<file path="src/rtl/f_fetch_stage_pkg.sv">
// Shared definitions for the fetch stage: exception codes, next-PC op
// encodings and the default PC constants.
package f_fetch_stage_pkg;

    // CP0 exception codes carried down the pipeline
    localparam logic [4:0] EXC_NONE = 5'd31;
    localparam logic [4:0] EXC_INT  = 5'd0;
    localparam logic [4:0] EXC_ADEL = 5'd4;
    localparam logic [4:0] EXC_ADES = 5'd5;
    localparam logic [4:0] EXC_RI   = 5'd10;
    localparam logic [4:0] EXC_OV   = 5'd12;

    // Next-PC kind decided by the D stage
    typedef enum logic [1:0] {
        NPC_SEQ = 2'd0,
        NPC_BR  = 2'd1,
        NPC_J   = 2'd2,
        NPC_JR  = 2'd3
    } npc_op_e;

    localparam logic [31:0] RESET_PC_DEF   = 32'h0000_3000;
    localparam logic [31:0] HANDLER_PC_DEF = 32'h0000_4180;
    localparam logic [31:0] IM_LO_DEF      = 32'h0000_3000;
    localparam logic [31:0] IM_HI_DEF      = 32'h0000_6FFC;

    // Word-aligned, sign-extended branch displacement
    function automatic logic [31:0] br_offset(input logic [15:0] imm16);
        return {{14{imm16[15]}}, imm16, 2'b00};
    endfunction

endpackage

</file>
<file path="src/rtl/f_fetch_stage_npc_calc.sv">
// Combinational next-PC selection from the D-stage branch/jump decision.
module npc_calc
    import f_fetch_stage_pkg::*;
(
    input  logic [31:0] pc_i,
    input  logic [31:0] d_pc_i,
    input  logic [1:0]  op_i,
    input  logic        taken_i,
    input  logic [15:0] imm16_i,
    input  logic [25:0] idx26_i,
    input  logic [31:0] rs_i,
    output logic [31:0] npc_o
);

    logic [31:0] seq_pc;
    logic [31:0] br_pc;

    // PC+4 wraps naturally mod 2^32; branch target is relative to the
    // instruction in D because F already holds its delay slot.
    assign seq_pc = pc_i + 32'd4;
    assign br_pc  = d_pc_i + 32'd4 + br_offset(imm16_i);

    // Select the next PC by op kind
    always_comb begin
        npc_o = seq_pc;
        case (npc_op_e'(op_i))
            NPC_SEQ: npc_o = seq_pc;
            NPC_BR:  npc_o = taken_i ? br_pc : seq_pc;
            NPC_J:   npc_o = {d_pc_i[31:28], idx26_i, 2'b00};
            NPC_JR:  npc_o = rs_i;
            default: npc_o = seq_pc;
        endcase
    end

endmodule

</file>
<file path="src/rtl/f_fetch_stage.sv">
// Fetch stage: architectural PC register, next-PC update with redirect
// priority matching the F/D register, and AdEL screening of the fetch address.
module f_fetch_stage
    import f_fetch_stage_pkg::*;
#(
    parameter logic [31:0] RESET_PC   = RESET_PC_DEF,
    parameter logic [31:0] HANDLER_PC = HANDLER_PC_DEF,
    parameter logic [31:0] IM_LO      = IM_LO_DEF,
    parameter logic [31:0] IM_HI      = IM_HI_DEF
) (
    input  logic        clk,
    input  logic        reset,
    input  logic        stall,
    input  logic        IntReq,
    input  logic        clr_delay,
    input  logic [31:0] EPC,
    input  logic [31:0] D_PC_i,
    input  logic [1:0]  D_npc_op_i,
    input  logic        D_br_taken_i,
    input  logic [15:0] D_imm16_i,
    input  logic [25:0] D_idx26_i,
    input  logic [31:0] D_rs_i,
    input  logic [31:0] im_rdata_i,
    output logic [31:0] im_addr_o,
    output logic [31:0] F_PC_o,
    output logic [31:0] F_Instr_o,
    output logic [4:0]  F_excCode_o,
    output logic        F_bd_o
);

    logic [31:0] pc_q;
    logic [31:0] pc_d;
    logic [31:0] npc;
    logic        adel;

    npc_calc u_npc_calc (
        .pc_i    (pc_q),
        .d_pc_i  (D_PC_i),
        .op_i    (D_npc_op_i),
        .taken_i (D_br_taken_i),
        .imm16_i (D_imm16_i),
        .idx26_i (D_idx26_i),
        .rs_i    (D_rs_i),
        .npc_o   (npc)
    );

    // PC update priority: exception entry, then stall hold, then eret, then NPC.
    // A stalled eret is simply re-presented by D next cycle.
    always_comb begin
        pc_d = npc;
        if (IntReq)
            pc_d = HANDLER_PC;
        else if (stall)
            pc_d = pc_q;
        else if (clr_delay)
            pc_d = EPC;
    end

    // PC register; reset overrides any pending redirect or stall
    always_ff @(posedge clk) begin
        if (reset)
            pc_q <= RESET_PC;
        else
            pc_q <= pc_d;
    end

    // Misaligned or out-of-window fetch; illegal jr targets land here too
    always_comb begin
        adel = (pc_q[1:0] != 2'b00) || (pc_q < IM_LO) || (pc_q > IM_HI);
    end

    assign im_addr_o   = pc_q;
    assign F_PC_o      = pc_q;
    assign F_Instr_o   = adel ? 32'h0 : im_rdata_i;
    assign F_excCode_o = adel ? EXC_ADEL : EXC_NONE;
    assign F_bd_o      = (D_npc_op_i != NPC_SEQ);

endmodule
</file>
<file path="config.mk">
export PLATFORM = sky130hd
export DESIGN_NAME = f_fetch_stage
export DESIGN_NICKNAME = d
export VERILOG_FILES = /design/src/rtl/f_fetch_stage_pkg.sv /design/src/rtl/f_fetch_stage_npc_calc.sv /design/src/rtl/f_fetch_stage.sv
export SDC_FILE = /design/constraint.sdc
export NUM_CORES = 1
export LEC_CHECK = 0
export CAP_MARGIN = 30
export CORE_AREA = 5 5 121 209
export CTS_BUF_LIST = sky130_fd_sc_hd__clkbuf_4 sky130_fd_sc_hd__clkbuf_8
export DETAILED_ROUTE_END_ITERATION = 10
export DIE_AREA = 0 0 126 214
export GPL_ROUTABILITY_DRIVEN = 0
export GPL_TIMING_DRIVEN = 1
export RECOVER_POWER = 100
export SLEW_MARGIN = 15
export SYNTH_ARGS = -nofsm -noshare
export SYNTH_HDL_FRONTEND = slang
export SYNTH_HIERARCHICAL = 1
export SYNTH_SLANG_ARGS = --single-unit
</file>
<file path="constraint.sdc">
create_clock -name clk -period 4.8 [get_ports clk]
set_clock_uncertainty 0.05 [all_clocks]
set_input_delay 0.72 -clock clk [delete_from_list [all_inputs] [get_ports clk]]
set_output_delay 0.72 -clock clk [all_outputs]
set_load 0.01 [all_outputs]
</file>
==> flow_metrics.env <==
export IMPL_postSynthCellCount=722
export IMPL_max_clock_path_buffers=2
export IMPL_drtPass1Iterations=5
export IMPL_dieArea_um2=26960
export IMPL_grt_max_degree=47
export IMPL_antenna_found_initial=5
export IMPL_synth_cell_type_count=66
export IMPL_setup_violations_final=0
export IMPL_whs_ps=553.5
export IMPL_via_per_inst=4.916
export IMPL_ant_nets=0
export IMPL_num_vias=6155
export IMPL_largest_reg_flops=32
export IMPL_syn_area_um2=5742
export IMPL_fmax_ghz=0.2276
export IMPL_outcome="complete, but fails checks"
export IMPL_path_clk_slew_ps=80
export IMPL_fin_ws_ps=406.6
export IMPL_cts_resized=0
export IMPL_grt_usage_pct=17.22
export IMPL_seq_area_um2=640.6
export IMPL_hp_class="reg2reg"
export IMPL_leakage_nw=3.699
export IMPL_grt_remaining_overflow=0
export IMPL_port_buffers=278
export IMPL_root_buffer="clkbuf_8"
export IMPL_nFillCells=2440
export IMPL_drc=0
export IMPL_cp_arrival_ps=4500
export IMPL_grt_pass1_vias=6273
export IMPL_p_total_mw=1.381
export IMPL_io_pins=280
export IMPL_post_cts_buffers=0
export IMPL_hold_viol=0
export IMPL_hpwl_um=20690
export IMPL_peakVddDrop_uv=76.46
export IMPL_clkLatencyLatePin_ps=290
export IMPL_violations="max-capacitance violations, max-slew violations"
export IMPL_synth_top_flop_cell="dfxtp_1"
export IMPL_dpl_cell_area_um2=8524
export IMPL_dpl_worst_slack_ps=285.9
export IMPL_slew_headroom_pct=-30.98
export IMPL_cts_buffers=5
export IMPL_grt_use_met1_pct=18.28
export IMPL_crit_required_ps=4910
export IMPL_synth_area_top_cells="ha_1, dfxtp_1, mux2i_1"
export IMPL_start_kind="input pin"
export IMPL_clock_sinks=32
export IMPL_rsz0062_at_grt="no"
export IMPL_cts_tree="done"
export IMPL_grtUsageMet3_pct=2.767
export IMPL_die_w_um=126
export IMPL_routed_wirelength_um=24410
export IMPL_fin_crit_sh_pct=91.53
export IMPL_synth_fp_nets=959
export IMPL_synth_edff_count=0
export IMPL_ys_ff_latch=32
export IMPL_fin_setup_tns_ps=0
export IMPL_syn_area_per_cell_um2=7.953
export IMPL_p_per_area_nw_per_um2=161.8
export IMPL_end_kind="flop"
export IMPL_cts_hold_buf=0
export IMPL_stdcell_area_um2=8534
export IMPL_routedWlPerCell_um=19.49
export IMPL_tightestPinTransition_ps=1956
export IMPL_netlist_top_cell_by_area="ha_1"
export IMPL_die_h_um=214
export IMPL_fin_crit_ps=4393
export IMPL_htreeDepth=2
export IMPL_crit_type="in2reg"
export IMPL_multi_input_area_um2=4403
export IMPL_core_um2=23330
export IMPL_synthArstFlopShare_pct=0
export IMPL_synthToLayoutAreaGrowth_pct=48.64
export IMPL_num_nets_final=1179
export IMPL_grt_pass1_wl_um=36710
export IMPL_synth_seq_area_share_pct=11.16
export IMPL_grt_busiest_layer="met2"
export IMPL_first_iter_violations=303
export IMPL_drv_cap=1
export IMPL_start_util_pct=24.61
export IMPL_cp_max_fo=5
export IMPL_use_met2_pct=32.44
export IMPL_num_rows=74
export IMPL_slew_violations=22
export IMPL_synth_top_area_share_pct=12.64
export IMPL_yosys_warnings=6
export IMPL_drive_gt1_share_pct=9.226
[critical path: stages]
cell and delay [ps]:
dlygate4sd3_1 550, ha_1 280, ha_1 160, inv_1 50, fa_1 430, nor2b_4 150, o31a_1 190, o31ai_2 100
a31oi_1 450, a21oi_4 140, o311ai_0 340, o41ai_1 150, a211o_1 310, mux2_1 290, mux2i_1 120, nor2_1 50
[stage by stage]
| step | utilization, % | std cells |
|---|---|---|
| 2_1_floorplan | - | 722 |
| 3_3_place_gp | 36.42 | 1238 |
| 3_5_place_dp | 36.53 | 1239 |
| 4_1_cts | 36.93 | 1247 |
| 5_1_grt | 36.58 | 1252 |
| 6_report | 36.58 | 1252 |
[kinds of logic (layout without fill, tap and decap cells)]
family / Yosys count / after routing / share of synthesized area (%)
XOR/XNOR: 52 / 52 / 7.932
adder cells (fa/ha/maj): 59 / 59 / 12.99
buffers and inverters: 121 / 342 / 11.07
other: 1 / 6 / 0.06531
multiplexers: 79 / 79 / 17.06
flip-flops: 32 / 32 / 11.16
AO/OA/AOI/OAI: 156 / 156 / 18.35
AND/OR/NAND/NOR: 222 / 222 / 21.38
[cell type report]
type	instances	share of cell area (%)
well taps	304	4.457
clock inverters	2	0.1173
clock buffers	6	0.9676
flip-flops and latches	32	7.506
inverters	48	2.111
repair buffers	286	33.10
diodes	5	0.1466
multi-input cells	569	51.59
[synthesized netlist by cell type (12+ instances only)]
library cell	n
buf_2	13
ha_1	58
nand3_1	17
xnor2_1	28
xor2_1	24
nor2_1	75
inv_1	48
mux2_2	26
a21o_1	14
dfxtp_1	32
nand2_1	42
buf_4	38
o21ai_0	22
mux4_2	12
mux2i_1	36
nor3_2	29
a21oi_1	49
clkbuf_1	15
[placed cells by master (no fill, tap or decap), types with 3 or more instances in the layout]
cell	synthesis	routed
a211oi_1	7	8
nor3_1	11	19
buf_4	38	6
nand2b_1	5	5
a21o_1	14	14
nand3_1	17	17
xnor2_1	28	28
mux2_1	5	5
nor3_2	29	21
and3_1	11	11
dfxtp_1	32	32
nor2b_1	4	4
mux2i_1	36	36
nor3b_1	3	3
clkbuf_8	0	6
a21oi_1	49	49
a221oi_1	8	8
and4_1	3	3
inv_1	48	48
nor2_1	75	75
o21ai_0	22	29
ha_1	58	58
o211ai_1	3	4
mux4_2	12	12
a22o_1	4	4
diode_2	0	5
a31oi_1	11	11
clkdlybuf4s50_1	0	188
nand2_1	42	42
nand4_1	9	9
mux2_2	26	26
dlygate4sd3_1	0	88
o21bai_1	5	5
xor2_1	24	24
[routing by layer]
layer	vias up	part of all wire (%)
li1	2996	-
met1	2853	37
met2	264	53
met3	42	6.2
met4	0	3.7
met5	-	0
[path summary, 6_finish.rpt]
path / from / cells past startpoint / endpoint / slack [ps]
worst min register to register: F_PC_o[6] / 2 / F_PC_o[6] / 550
worst max register to register: F_PC_o[8] / 11 / F_PC_o[30] / 1610
worst min-delay path: F_PC_o[6] / 2 / F_PC_o[6] / 550
worst max-delay path: D_PC_i[3] / 16 / F_PC_o[27] / 410
[report_power, final]
group          switching, mW  leakage [nW]  internal [mW]
combinational          0.414          3.39          0.436
clock                  0.110        0.0510          0.114
sequential            0.0289         0.262          0.278
Note: power is estimated with default switching activity, not from simulation.
